$ cat config.mk
export PLATFORM = sky130hd
export DESIGN_NAME = vga_timing_gen
export DESIGN_NICKNAME = d
export VERILOG_FILES = /design/src/rtl/vga_timing_pkg.sv /design/src/rtl/vga_axis_counter.sv /design/src/rtl/vga_timing_gen.sv
export SDC_FILE = /design/constraint.sdc
export NUM_CORES = 1
export LEC_CHECK = 0
export ABC_AREA = 1
export CELL_PAD_IN_SITES_DETAIL_PLACEMENT = 1
export CELL_PAD_IN_SITES_GLOBAL_PLACEMENT = 1
export CORE_MARGIN = 3
export CORE_UTILIZATION = 39
export CTS_CLUSTER_SIZE = 30
export DETAILED_ROUTE_END_ITERATION = 16
export GPL_TIMING_DRIVEN = 0
export PLACE_DENSITY = 0.79
export SETUP_SLACK_MARGIN = 0.3
export SLEW_MARGIN = 20
export SYNTH_ARGS = -nofsm -noshare
export SYNTH_HDL_FRONTEND = slang
export SYNTH_HIERARCHICAL = 1
export SYNTH_SLANG_ARGS = --single-unit
$ cat constraint.sdc
create_clock -name clk -period 11.4 [get_ports clk]
set_input_delay 3.42 -clock clk [delete_from_list [all_inputs] [get_ports clk]]
set_output_delay 3.42 -clock clk [all_outputs]
set_load 0.05 [all_outputs]
$ cat src/rtl/vga_timing_pkg.sv
// Shared timing record, VGA 640x480 defaults and per-axis derivation helpers.
// Record fields are TF_W wide so one type serves any axis up to TF_W-1 bits.
package vga_timing_pkg;

  localparam int unsigned TF_W = 16;

  typedef logic [TF_W-1:0] tfield_t;

  typedef struct packed {
    tfield_t h_view, h_front, h_sync, h_back;
    tfield_t v_view, v_front, v_sync, v_back;
  } timing_t;

  localparam int VGA_H_VIEW  = 640;
  localparam int VGA_H_FRONT = 16;
  localparam int VGA_H_SYNC  = 96;
  localparam int VGA_H_BACK  = 48;
  localparam int VGA_V_VIEW  = 480;
  localparam int VGA_V_FRONT = 10;
  localparam int VGA_V_SYNC  = 2;
  localparam int VGA_V_BACK  = 33;

  function automatic tfield_t axis_max(input tfield_t view, front, sync, back);
    return view + front + sync + back - tfield_t'(1);
  endfunction

  function automatic tfield_t sync_lo(input tfield_t view, front);
    return view + front;
  endfunction

  // Exclusive end; equals the axis total when back porch is 0.
  function automatic tfield_t sync_hi(input tfield_t view, front, sync);
    return view + front + sync;
  endfunction

endpackage

$ cat src/rtl/vga_axis_counter.sv
// One raster axis: wrapping position counter plus blank/sync decode registered
// from the next position, so the decoded flags line up with pos_o.
module vga_axis_counter #(
  parameter int W = 10
) (
  input  logic         clk_i,
  input  logic         rst_ni,
  input  logic         en_i,
  input  logic [W-1:0] max_i,
  input  logic [W:0]   view_i,
  input  logic [W:0]   sync_lo_i,
  input  logic [W:0]   sync_hi_i,
  output logic [W-1:0] pos_o,
  output logic         wrap_o,
  output logic         blank_o,
  output logic         sync_o,
  output logic         blank_nxt_o
);

  logic [W-1:0] pos_q, pos_d;
  logic [W:0]   pos_ext;
  logic         blank_q, blank_d, sync_q, sync_d;

  assign wrap_o = en_i && (pos_q == max_i);

  // view/sync bounds describe the timing in force after this edge
  always_comb begin
    pos_d = pos_q;
    if (en_i) pos_d = wrap_o ? '0 : pos_q + W'(1);
    pos_ext = {1'b0, pos_d};
    blank_d = pos_ext >= view_i;
    sync_d  = (pos_ext >= sync_lo_i) && (pos_ext < sync_hi_i);
  end

  always_ff @(posedge clk_i or negedge rst_ni) begin
    if (!rst_ni) begin
      pos_q   <= '0;
      blank_q <= 1'b0;
      sync_q  <= 1'b0;
    end else begin
      pos_q   <= pos_d;
      blank_q <= blank_d;
      sync_q  <= sync_d;
    end
  end

  assign pos_o       = pos_q;
  assign blank_o     = blank_q;
  assign sync_o      = sync_q;
  assign blank_nxt_o = blank_d;

endmodule

$ cat src/rtl/vga_timing_gen.sv
// Runtime-reprogrammable video timing generator; new timing is held in a
// shadow register and only becomes active at the frame wrap.
module vga_timing_gen
  import vga_timing_pkg::*;
#(
  parameter int H_BITS       = 10,
  parameter int V_BITS       = 10,
  parameter int H_VIEW       = VGA_H_VIEW,
  parameter int H_FRONT      = VGA_H_FRONT,
  parameter int H_SYNC       = VGA_H_SYNC,
  parameter int H_BACK       = VGA_H_BACK,
  parameter int V_VIEW       = VGA_V_VIEW,
  parameter int V_FRONT      = VGA_V_FRONT,
  parameter int V_SYNC       = VGA_V_SYNC,
  parameter int V_BACK       = VGA_V_BACK,
  parameter bit HSYNC_ACTIVE = 1'b1,
  parameter bit VSYNC_ACTIVE = 1'b1
) (
  input  logic              clk,
  input  logic              reset,
  input  logic              pix_en,
  input  logic              cfg_valid,
  output logic              cfg_ready,
  input  logic [H_BITS-1:0] cfg_h_view,
  input  logic [H_BITS-1:0] cfg_h_front,
  input  logic [H_BITS-1:0] cfg_h_sync,
  input  logic [H_BITS-1:0] cfg_h_back,
  input  logic [V_BITS-1:0] cfg_v_view,
  input  logic [V_BITS-1:0] cfg_v_front,
  input  logic [V_BITS-1:0] cfg_v_sync,
  input  logic [V_BITS-1:0] cfg_v_back,
  output logic              cfg_err,
  output logic [H_BITS-1:0] hpos,
  output logic [V_BITS-1:0] vpos,
  output logic              hsync,
  output logic              vsync,
  output logic              hblank,
  output logic              vblank,
  output logic              visible,
  output logic              line_start,
  output logic              frame_start
);

  localparam int HSW = H_BITS + 2;
  localparam int VSW = V_BITS + 2;
  localparam int H1W = H_BITS + 1;
  localparam int V1W = V_BITS + 1;
  localparam logic [HSW-1:0] H_LIM = {2'b01, {H_BITS{1'b0}}};
  localparam logic [VSW-1:0] V_LIM = {2'b01, {V_BITS{1'b0}}};
  localparam timing_t RST_TIMING = '{
    h_view: tfield_t'(H_VIEW), h_front: tfield_t'(H_FRONT),
    h_sync: tfield_t'(H_SYNC), h_back:  tfield_t'(H_BACK),
    v_view: tfield_t'(V_VIEW), v_front: tfield_t'(V_FRONT),
    v_sync: tfield_t'(V_SYNC), v_back:  tfield_t'(V_BACK)};

  timing_t          active_q, active_d, shadow_q, cfg_rec;
  logic             shadow_full_q, shadow_full_d;
  logic             cfg_err_q, line_start_q, frame_start_q, visible_q;
  logic [HSW-1:0]   h_sum;
  logic [VSW-1:0]   v_sum;
  logic             cfg_ok, accept, reject, apply;
  logic             h_wrap, v_wrap, v_en;
  logic             h_blank_nxt, v_blank_nxt, h_sync_int, v_sync_int;
  logic [H_BITS-1:0] h_max;
  logic [V_BITS-1:0] v_max;
  logic [H1W-1:0]   h_view_n, h_slo_n, h_shi_n;
  logic [V1W-1:0]   v_view_n, v_slo_n, v_shi_n;

  always_comb begin
    cfg_rec = '{
      h_view: tfield_t'(cfg_h_view), h_front: tfield_t'(cfg_h_front),
      h_sync: tfield_t'(cfg_h_sync), h_back:  tfield_t'(cfg_h_back),
      v_view: tfield_t'(cfg_v_view), v_front: tfield_t'(cfg_v_front),
      v_sync: tfield_t'(cfg_v_sync), v_back:  tfield_t'(cfg_v_back)};
    h_sum = HSW'(cfg_h_view) + HSW'(cfg_h_front) + HSW'(cfg_h_sync) + HSW'(cfg_h_back);
    v_sum = VSW'(cfg_v_view) + VSW'(cfg_v_front) + VSW'(cfg_v_sync) + VSW'(cfg_v_back);
    cfg_ok = (cfg_h_view != '0) && (cfg_h_sync != '0) &&
             (cfg_v_view != '0) && (cfg_v_sync != '0) &&
             (h_sum <= H_LIM) && (v_sum <= V_LIM);
  end

  assign accept = cfg_valid && !shadow_full_q && cfg_ok;
  assign reject = cfg_valid && !shadow_full_q && !cfg_ok;
  assign v_en   = pix_en && h_wrap;
  assign apply  = h_wrap && v_wrap && shadow_full_q;

  assign h_max = H_BITS'(axis_max(active_q.h_view, active_q.h_front,
                                  active_q.h_sync, active_q.h_back));
  assign v_max = V_BITS'(axis_max(active_q.v_view, active_q.v_front,
                                  active_q.v_sync, active_q.v_back));

  // Decode uses the timing that holds after this edge, so (0,0) of a freshly
  // applied frame already reflects the new mode.
  always_comb begin
    active_d      = apply ? shadow_q : active_q;
    shadow_full_d = shadow_full_q;
    if (apply)       shadow_full_d = 1'b0;
    else if (accept) shadow_full_d = 1'b1;
    h_view_n = H1W'(active_d.h_view);
    h_slo_n  = H1W'(sync_lo(active_d.h_view, active_d.h_front));
    h_shi_n  = H1W'(sync_hi(active_d.h_view, active_d.h_front, active_d.h_sync));
    v_view_n = V1W'(active_d.v_view);
    v_slo_n  = V1W'(sync_lo(active_d.v_view, active_d.v_front));
    v_shi_n  = V1W'(sync_hi(active_d.v_view, active_d.v_front, active_d.v_sync));
  end

  vga_axis_counter #(.W(H_BITS)) u_h_axis (
    .clk_i(clk), .rst_ni(reset), .en_i(pix_en), .max_i(h_max),
    .view_i(h_view_n), .sync_lo_i(h_slo_n), .sync_hi_i(h_shi_n),
    .pos_o(hpos), .wrap_o(h_wrap), .blank_o(hblank), .sync_o(h_sync_int),
    .blank_nxt_o(h_blank_nxt)
  );

  vga_axis_counter #(.W(V_BITS)) u_v_axis (
    .clk_i(clk), .rst_ni(reset), .en_i(v_en), .max_i(v_max),
    .view_i(v_view_n), .sync_lo_i(v_slo_n), .sync_hi_i(v_shi_n),
    .pos_o(vpos), .wrap_o(v_wrap), .blank_o(vblank), .sync_o(v_sync_int),
    .blank_nxt_o(v_blank_nxt)
  );

  always_ff @(posedge clk or negedge reset) begin
    if (!reset) begin
      active_q      <= RST_TIMING;
      shadow_full_q <= 1'b0;
      cfg_err_q     <= 1'b0;
      line_start_q  <= 1'b0;
      frame_start_q <= 1'b0;
      visible_q     <= 1'b1;
    end else begin
      active_q      <= active_d;
      shadow_full_q <= shadow_full_d;
      cfg_err_q     <= reject;
      line_start_q  <= h_wrap;
      frame_start_q <= h_wrap && v_wrap;
      visible_q     <= !h_blank_nxt && !v_blank_nxt;
    end
  end

  // Shadow contents are only meaningful while shadow_full_q is set.
  always_ff @(posedge clk) begin
    if (accept) shadow_q <= cfg_rec;
  end

  assign cfg_ready   = !shadow_full_q;
  assign cfg_err     = cfg_err_q;
  assign line_start  = line_start_q;
  assign frame_start = frame_start_q;
  assign visible     = visible_q;
  assign hsync       = HSYNC_ACTIVE ? h_sync_int : !h_sync_int;
  assign vsync       = VSYNC_ACTIVE ? v_sync_int : !v_sync_int;

endmodule

**Word-level counts from Yosys, hierarchy flattened**

Cells that the tools add are included.

- Bits of input ports: 84
- Logic and storage cells: 89
- Output and inout port bits: 29
- Flip-flop bits (word level): 225

- Reductions and logical operators: 25
- Multiplexer cells: 7
- Order comparisons: 8
- $add $sub $neg: 20
- Equality and inequality tests: 2

Operator list:

| kind | number |
|---|---|
| $mux 128 | 1 |
| $add 10x10->10 | 6 |
| $add 11x11->11 | 4 |
| $ge 10x11->1 | 4 |
| $mux 10 | 4 |
| $reduce_bool 10->1 | 4 |
| $add 11x10->12 | 2 |
| $add 12x10->12 | 2 |
| $le 12x11->1 const B | 2 |
| $add 10x10->11 | 2 |
| $lt 10x11->1 | 2 |
| $add 10x1->10 const B | 2 |
| $eq 10x10->1 | 2 |
| $sub 10x1->10 const B | 2 |
| $logic_and 1x1->1 | 16 |
| $logic_not 1->1 | 4 |
| $mux 1 | 2 |
| $reduce_bool 2->1 | 1 |

**Logic depth before layout (Yosys ltp)**

Gate-level depths: netlist of run 1.

- Depth after elaboration: 15
- Mapped depth: 58
- Depth with buffers taken out: 56

**By module**

Netlist of run 1, hierarchy kept.

By module, submodules not included:

| module | times used | sequential area each (um2) | cells an instance | area each (um2) |
|---|---|---|---|---|
| vga_timing_gen | 1 | 4700.8 | 1206 | 11424.7 |
| vga_axis_counter (u_h_axis) | 1 | 300.3 | 254 | 1641.6 |
| vga_axis_counter (u_v_axis) | 1 | 300.3 | 248 | 1616.6 |

**Worst setup path after synthesis of run 1**

OpenSTA, ideal clock, no wires.

- Path kind: input to register
- Start: input port pix_en
- End: register u_h_axis.sync_q, in the netlist u_h_axis/sync_o
- Library setup time: 0.073 ns
- Cell stages on the path: 35
- Data arrival time: 8.473 ns
- Path slack: 2.854 ns
- Path buffers: 2
- Required time: 11.327 ns
- Cells stage by stage: o21ai_0 > nor3b_1 > nand2_1 > inv_2 > nand2_1 > inv_1 > o21ai_0 > nor3_1 > nand3_1 > inv_1 > nand2_2 > nor2_4 > buf_1 > clkbuf_1 > nand2_1 > nand2_1 > ha_1 > inv_1 > fa_1 > o31ai_1 > xor2_1 > ha_1 > nand2_1 > o21ai_1 > nand2_1 > nand2_1 > a21oi_1 > xor2_1 > inv_1 > ha_1 > a21oi_1 > o21ai_0 > nor3_1 > nand2_1 > a21oi_2

RTL lines:

| element | line | source |
|---|---|---|
| from (decl) | vga_timing_gen.sv:21 | `input logic pix_en,` |
| to (signal assigned) | vga_axis_counter.sv:43 | `sync_q <= sync_d;` |
| to (decl) | vga_axis_counter.sv:22 | `logic blank_q, blank_d, sync_q, sync_d;` |

==> impl_metrics.yaml, run 1 <==
yosys:
  post_synth_num_cell_types: 47
  synth_nets: 2030
  synth-edff-count: 80
  synth.cell_area_mm2: 0.0147
  register_bit_total_from_synthesis: 195
  syn-mean-instance-area_um2: 8.60
  synth-async-reset-ratio_pct: 59.0
  synthDominantCellAreaShare_pct: 16.7
  postSynth.topFlopCell: "sky130_fd_sc_hd__dfrtp_1"
  ys_top_cells_by_count: "sky130_fd_sc_hd__nand2_1 (439), sky130_fd_sc_hd__inv_1 (303), sky130_fd_sc_hd__ha_1 (160)"
  synth_area_leader_cell: "sky130_fd_sc_hd__dfrtp_1"
  share_of_synthesized_area_occupied_by_flip_flops_and_latches_pct: 36.1
  yosysWarningCount: 6
  netlist_top_cells_area: "sky130_fd_sc_hd__dfrtp_1 (17%), sky130_fd_sc_hd__edfxtp_1 (16%), sky130_fd_sc_hd__ha_1 (14%), sky130_fd_sc_hd__nand2_1 (11%), sky130_fd_sc_hd__fa_1 (11%)"
  synthesis.instances: 1708
  synthMostInstantiatedCell: "sky130_fd_sc_hd__nand2_1"
floorplanning:
  core.rowCount: 70
  design.portCount: 113
  start_util_pct: 39.8
  dieArea_mm2: 0.0400
  die-height_um: 200
  coreArea_mm2: 0.0369
  die_width_um: 200
finish:
  area.growth.synth_to_final_pct: 16.5
  final_nets: 2165
  sequential_cell_area_mm2: 0.00530
  antennaDiodeCount: 0
  n_fill_cell: 4366
  multi_input_area_mm2: 0.00812
  final_design_utilization_pct: 46.4
  share_of_layout_cells_above_drive_strength_1_pct: 5.77
  design_area_mm2: 0.0171
pwr:
  static_leakage_nw: 8.46
  report.power.total_w: 0.00197
  vdd_drop_max_mv: 0.0987
  power_density_mw_per_mm2: 115
clocking:
  numCtsBuffers: 17
  cts-htree-levels: 4
  clock_latency_ns: 0.46
  clkSlewWorstSetupHoldPaths_ns: 0.08
  cts_tree: "yes"
  cts.sinks: 195
  cts_root_buf: "sky130_fd_sc_hd__clkbuf_16"
  cts_max_path_buffers: 2
setup_path:
  worst-path-max-fanout: 10
  critPathSlowestCell: "sky130_fd_sc_hd__fa_1"
  timing.critical_path.slowest_cell_delay_ns: 0.48
  critical_path_arrival_ns: 10.65
  cp.depth: 52
  reg_to_reg_startpoint: "active_q[65]"
  cp.buffers_inverters: 12
  cp_top_family: "adder cells"
  critical_path.startpoint: "active_q[65]"
  critical_path.reg2reg.endpoint: "u_h_axis/sync_o"
  crit_required_ns: 11.77
  cell_count_of_the_worst_reg_to_reg_path: 52
  start_kind: "flop"
  endpoint: "u_h_axis/sync_o"
  timing_worst_setup_path_type: "flop to flop"
  end_kind: "flop"
  reg2reg_slack_ns: 1.12
grt:
  grt_max_degree: 71
  aggregate_global_routing_overflow: 0
  grt_util_all_layers_pct: 22.7
  grt_pass1_vias: 13100
  grt_first_pass_wirelength_um: 70200
  grt_antenna_before_repair: 0
route:
  first_iter_violations: 524
  detailroute.via_count: 12000
  via_to_cell_ratio: 5.07
  drt_pre_antenna_iters: 5
  routed_wire_length_um: 44200
  ant_nets: 0
  route.detailed.wl_per_inst_um: 18.7
  drc: 0
placed_design:
  gp_routability_congestion: 0.916
  dpl-instance-area_mm2: 0.0165
  post-dp-hpwl_um: 36500
  port-buffer-count: 112
sta:
  timing.clock.skew_ns: 0.00854
  slew_headroom_pct: 42.7
  timing.final.max_slew_violations: 0
  period_minus_slack_ns: 10.28
  count_of_final_hold_check_violations: 0
  maxClockFrequency_mhz: 97.3
  post-route-period-util_pct: 90.2
  finalSetupTns_ns: 0
  grt_setup_unrepaired: "no"
  max_slew.worst_pin.slew_ns: 0.848
  report.final.setup_viol: 0
job:
  timing.max_cap.violations: 0
worst_hold_path:
  min-delay-path-class: "flop to flop"
outcome:
  outcome: "finished, final reports clean"
layout by cell type, fill, tap and decap left out, types with 5 or more instances in the layout:
| cell type | instances |
|---|---|
| sky130_fd_sc_hd__clkbuf_16 | 17 |
| sky130_fd_sc_hd__nand3_2 | 6 |
| sky130_fd_sc_hd__edfxtp_1 | 80 |
| sky130_fd_sc_hd__nand2_1 | 439 |
| sky130_fd_sc_hd__dfrtp_1 | 98 |
| sky130_fd_sc_hd__inv_2 | 16 |
| sky130_fd_sc_hd__clkdlybuf4s50_1 | 110 |
| sky130_fd_sc_hd__nor3_1 | 19 |
| sky130_fd_sc_hd__nand3_1 | 56 |
| sky130_fd_sc_hd__o2111ai_1 | 5 |
| sky130_fd_sc_hd__xor2_1 | 35 |
| sky130_fd_sc_hd__a21o_1 | 6 |
| sky130_fd_sc_hd__nand2_2 | 12 |
| sky130_fd_sc_hd__nor3b_1 | 5 |
| sky130_fd_sc_hd__o21ai_0 | 30 |
| sky130_fd_sc_hd__dfstp_2 | 17 |
| sky130_fd_sc_hd__clkbuf_1 | 12 |
| sky130_fd_sc_hd__a21oi_1 | 88 |
| sky130_fd_sc_hd__nor2_1 | 89 |
| sky130_fd_sc_hd__a31oi_1 | 7 |
| sky130_fd_sc_hd__xnor2_1 | 33 |
| sky130_fd_sc_hd__fa_1 | 78 |
| sky130_fd_sc_hd__nand4_1 | 15 |
| sky130_fd_sc_hd__o21ai_1 | 52 |
| sky130_fd_sc_hd__inv_1 | 302 |
| sky130_fd_sc_hd__ha_1 | 160 |
final cells by class:
cell class | instances | share of cell area (%)
plain buffers | 17 | 0.410
clock buffers | 19 | 2.53
clock inverters | 13 | 0.936
inverters | 320 | 7.04
multi-input cells | 1176 | 47.5
flip-flops and latches | 195 | 31.0
well taps | 504 | 3.69
repair buffers | 116 | 6.94
worst register-to-register path: cells and delay by family (launching register included):
kind                     cells  cell delay [ns]
AO/OA/AOI/OAI               11             1.82
AND/OR/NAND/NOR             17             2.30
XOR/XNOR                     3             0.81
buffers and inverters       12             1.69
adder cells (fa/ha/maj)      9             3.23
flip-flops                   1             0.32
how the worst min path moves through the flow:
| stage | from | to | slack (ns) | depth (start not counted) |
|---|---|---|---|---|
| 2_1_floorplan | shadow_q[73] | active_q[73] | 0.43 | 2 |
| 3_3_place_gp | shadow_q[64] | active_q[64] | 0.44 | 2 |
| 3_5_place_dp | shadow_q[8] | active_q[8] | 0.45 | 2 |
| 4_1_cts | shadow_q[8] | active_q[8] | 0.47 | 2 |
| 5_1_grt | shadow_q[68] | active_q[68] | 0.50 | 2 |
| 6_report | shadow_q[8] | active_q[8] | 0.46 | 2 |
state kept, by name, indices dropped and copies added (netlist names), 10 cells and up:
name            count
active_q           86
shadow_q           80
u_h_axis/pos_o     10
u_v_axis/pos_o     10
what timing repair did:
action,in CTS,in global routing
endpoints found under the setup margin,0,2
gates resized for setup,0,9
buffers inserted,0,2
hold buffers,0,0
where the power goes:
part,switching [W],leakage (nW),internal [W]
sequential,0.0000263,2.05,0.000745
clock,0.000316,0.290,0.000315
combinational,0.000358,6.12,0.000215
routing by layer:
metal | global-route usage (%) | part of all wire [%] | up-vias
li1 | - | - | 5739
met5 | 0 | 0 | -
met1 | 30.8 | 47 | 5941
met3 | 2.40 | 3.2 | 58
met2 | 39.1 | 48 | 223
met4 | 6.15 | 2.1 | 0
through the flow:
| stage | worst slack (ns) | cells | hold slack, ns |
|---|---|---|---|
| 6_report | 1.12 | 2360 | 0.463 |
| 5_1_grt | 0.299 | 2360 | 0.496 |
| 4_1_cts | 0.502 | 2358 | 0.467 |
| 3_5_place_dp | 0.0768 | 2326 | 0.447 |
| 3_3_place_gp | 0.0777 | 2324 | 0.442 |
| 2_1_floorplan | 2.85 | 1708 | 0.425 |
cells by family after synthesis:
group	synth area share, %
adder cells (fa/ha/maj)	24.3
flip-flops	36.1
buffers and inverters	8.62
AND/OR/NAND/NOR	19.3
XOR/XNOR	4.06
AO/OA/AOI/OAI	7.65
(Power assumes the default switching activity.)
==> run 2, diff against run 1 <==
--- a/config.mk
+++ b/config.mk
@@ -12,11 +12,10 @@
 export CORE_UTILIZATION = 39
 export CTS_CLUSTER_SIZE = 30
 export DETAILED_ROUTE_END_ITERATION = 16
-export GPL_TIMING_DRIVEN = 0
+export GPL_TIMING_DRIVEN = 1
 export PLACE_DENSITY = 0.79
 export SETUP_SLACK_MARGIN = 0.3
 export SLEW_MARGIN = 20
 export SYNTH_ARGS = -nofsm -noshare
 export SYNTH_HDL_FRONTEND = slang
-export SYNTH_HIERARCHICAL = 1
 export SYNTH_SLANG_ARGS = --single-unit
==> run 2 against run 1 <==
  * Sequential power decreased by 2%
  * Global-route usage fell by 1.1 points
  * Utilization shrank 0.12 points
  * Sequential cell count unchanged
  * Clock skew is 0.0048 ns higher
  * Fmax increased by 10%
  * Register-to-register slack better by 2.0 ns
  * Clock-buffer cell count did not move
  * Area after synthesis fell by 2.6%
  * Critical endpoint is now u_h_axis.sync_o
==> impl_metrics.yaml, run 2 <==
yosys:
  post_synth_num_cell_types: 54
  synth_area_leader_cell: "sky130_fd_sc_hd__dfrtp_1"
  yosysWarningCount: 0
  synthMostInstantiatedCell: "sky130_fd_sc_hd__nand2_1"
  synth.cell_area_mm2: 0.0143
  share_of_synthesized_area_occupied_by_flip_flops_and_latches_pct: 37.1
  synth-async-reset-ratio_pct: 59.0
  synth-edff-count: 80
  synthDominantCellAreaShare_pct: 17.2
  synth_nets: 1898
  ys_top_cells_by_count: "sky130_fd_sc_hd__nand2_1 (346), sky130_fd_sc_hd__inv_1 (283), sky130_fd_sc_hd__ha_1 (154)"
  netlist_top_cells_area: "sky130_fd_sc_hd__dfrtp_1 (17%), sky130_fd_sc_hd__edfxtp_1 (17%), sky130_fd_sc_hd__ha_1 (13%), sky130_fd_sc_hd__fa_1 (11%), sky130_fd_sc_hd__nand2_1 (9.1%)"
  register_bit_total_from_synthesis: 195
  synthesis.instances: 1582
  syn-mean-instance-area_um2: 9.04
  postSynth.topFlopCell: "sky130_fd_sc_hd__dfrtp_1"
clocking:
  cts-hold-fix-buffers: 0
  cts_max_path_buffers: 2
  cts_root_buf: "sky130_fd_sc_hd__clkbuf_16"
  total_setup_buffers_inserted_after_cts: 0
  cts-htree-levels: 4
  cts_resized: 0
  cts_tree: "yes"
  clock_latency_ns: 0.46
  numCtsBuffers: 17
  clkSlewWorstSetupHoldPaths_ns: 0.08
  cts.sinks: 195
finish:
  final_nets: 2015
  share_of_layout_cells_above_drive_strength_1_pct: 5.55
  regMostFlops: "active_q"
  layout_commonest_cell: "sky130_fd_sc_hd__nand2_1"
  largest_register_ffs: 86
  area.growth.synth_to_final_pct: 15.9
  n_fill_cell: 4112
  design_area_mm2: 0.0166
  largest_registers: "active_q: 86 flops, shadow_q: 80 flops"
  antennaDiodeCount: 0
  final_cell_mix: "sky130_fd_sc_hd__nand2_1 (346), sky130_fd_sc_hd__inv_1 (283), sky130_fd_sc_hd__ha_1 (154)"
sta:
  slew_headroom_pct: 34.7
  hold_ws_ns: 0.454
  period_minus_slack_ns: 9.35
  timing.final.max_slew_violations: 0
  timing.clock.skew_ns: 0.0133
  count_of_final_hold_check_violations: 0
  finalSetupTns_ns: 0
  max_slew.worst_pin.slew_ns: 0.980
  post-route-period-util_pct: 82.0
  grt_setup_unrepaired: "no"
  maxClockFrequency_mhz: 107
  report.final.setup_viol: 0
  fin_ws_ns: 2.05
placed_design:
  dpl-instance-area_mm2: 0.0160
  port-buffer-count: 112
  gp_routability_congestion: 0.890
  dpl_worst_slack_ns: 1.68
  post-dp-hpwl_um: 33000
setup_path:
  cp.buffers_inverters: 7
  timing_worst_setup_path_type: "input port to flop"
  timing.critical_path.slowest_cell_delay_ns: 0.66
  path_common_cell: "sky130_fd_sc_hd__nand2_1"
  critPathSlowestCell: "sky130_fd_sc_hd__clkdlybuf4s50_1"
  cp.depth: 38
  end_kind: "flop"
  cell_count_of_the_worst_reg_to_reg_path: 46
  start_kind: "input port"
  crit_required_ns: 11.78
  worst-path-max-fanout: 42
  cp_top_family: "simple AND/OR/NAND/NOR gates"
  critical_path_arrival_ns: 9.72
  critical_path.startpoint: "pix_en"
  reg_to_reg_startpoint: "active_q[17]"
route:
  detailroute.via_count: 11200
  routed_wire_length_um: 40600
  first_iter_violations: 589
  ant_nets: 0
  drt_pre_antenna_iters: 4
  via_to_cell_ratio: 5.16
  drc: 0
  route.detailed.wl_per_inst_um: 18.7
floorplanning:
  design.portCount: 113
  die-height_um: 197
  start_util_pct: 39.9
  dieArea_mm2: 0.0390
  core.rowCount: 69
  die_width_um: 197
  coreArea_mm2: 0.0358
pwr:
  vdd_drop_max_mv: 0.106
  power_density_mw_per_mm2: 109
  static_leakage_nw: 8.25
grt:
  aggregate_global_routing_overflow: 0
  grt_antenna_before_repair: 0
  grt_max_degree: 72
  grt_first_pass_wirelength_um: 66100
  grt_pass1_vias: 12600
  grt_util_all_layers_pct: 21.6
worst_hold_path:
  hold_start: "shadow_q[73]"
  min-delay-path-class: "flop to flop"
  hold_path_depth: 2
job:
  timing.max_cap.violations: 0
outcome:
  outcome: "finished, final reports clean"
-- run 2: changes by cell type after synthesis, sizes merged, moves of 11 or more --
cell,change
nor2,-31
inv,-27
nor3,-11
nand2,-92
nand3,+16
mux2i,+13
a21oi,-20
-- run 2: layout make-up --
cell class              count  area, µm²  area share [%]
clock inverters            13        163           0.982
clock buffers              19        433            2.61
inverters                 295       1110            6.68
multi-input cells        1072       7800            47.1
flip-flops and latches    195       5300            32.0
repair buffers            118       1190            7.17
well taps                 461        577            3.48
-- run 2: metrics by stage --
| step | cells | utilization, % | total power [W] |
|---|---|---|---|
| 2_1_floorplan | 1582 | - | 0.00104 |
| 3_3_place_gp | 2140 | 44.5 | 0.00118 |
| 3_5_place_dp | 2140 | 44.5 | 0.00120 |
| 4_1_cts | 2172 | 46.2 | 0.00183 |
| 5_1_grt | 2173 | 46.3 | 0.00190 |
| 6_report | 2173 | 46.3 | 0.00181 |
-- run 2: worst register-to-register path: cells and delay by family, from the launching register on --
family                     cells  cell delay (ns)
DFF                            1             0.53
adders and majority gates      9             3.12
AOI/OAI and AO/OA              6             0.96
buffers and inverters          9             1.02
xor gates and xnor gates       2             0.35
and+or+nand+nor               20             2.22
-- run 2: cell families after synthesis --
logic type               Yosys count  share of synthesized area [%]
AND/OR/NAND/NOR                  563                           17.0
buffers and inverters            315                           8.40
adder cells (fa/ha/maj)          232                           24.4
AO/OA/AOI/OAI                    201                           7.99
flip-flops                       195                           37.1
XOR/XNOR                          63                           4.21
multiplexers                      13                          0.910
-- run 2: routing by layer --
layer / global-route usage, % / up-vias / part of all wire, %
met5: 0 / - / 0
met4: 5.49 / 0 / 1.8
met3: 2.92 / 50 / 3.4
met2: 35.4 / 196 / 46
met1: 30.5 / 5592 / 48
li1: - / 5379 / -
-- run 2: report_power, final --
group / total [W] / switching [W] / internal [W]
registers: 0.000757 / 0.0000149 / 0.000742
logic: 0.000425 / 0.000255 / 0.000170
clock network: 0.000628 / 0.000312 / 0.000316
total: 0.00181 / 0.000582 / 0.00123
-- run 2: final timing paths --
path	slack [ns]	end
worst max register to register	3.12	u_h_axis.sync_o
min in group asynchronous	2.97	u_v_axis.pos_o[8]
worst min register to register	0.45	active_q[73]
worst max-delay path	2.05	u_h_axis.sync_o
max in group asynchronous	7.00	active_q[83]
worst min-delay path	0.45	active_q[73]
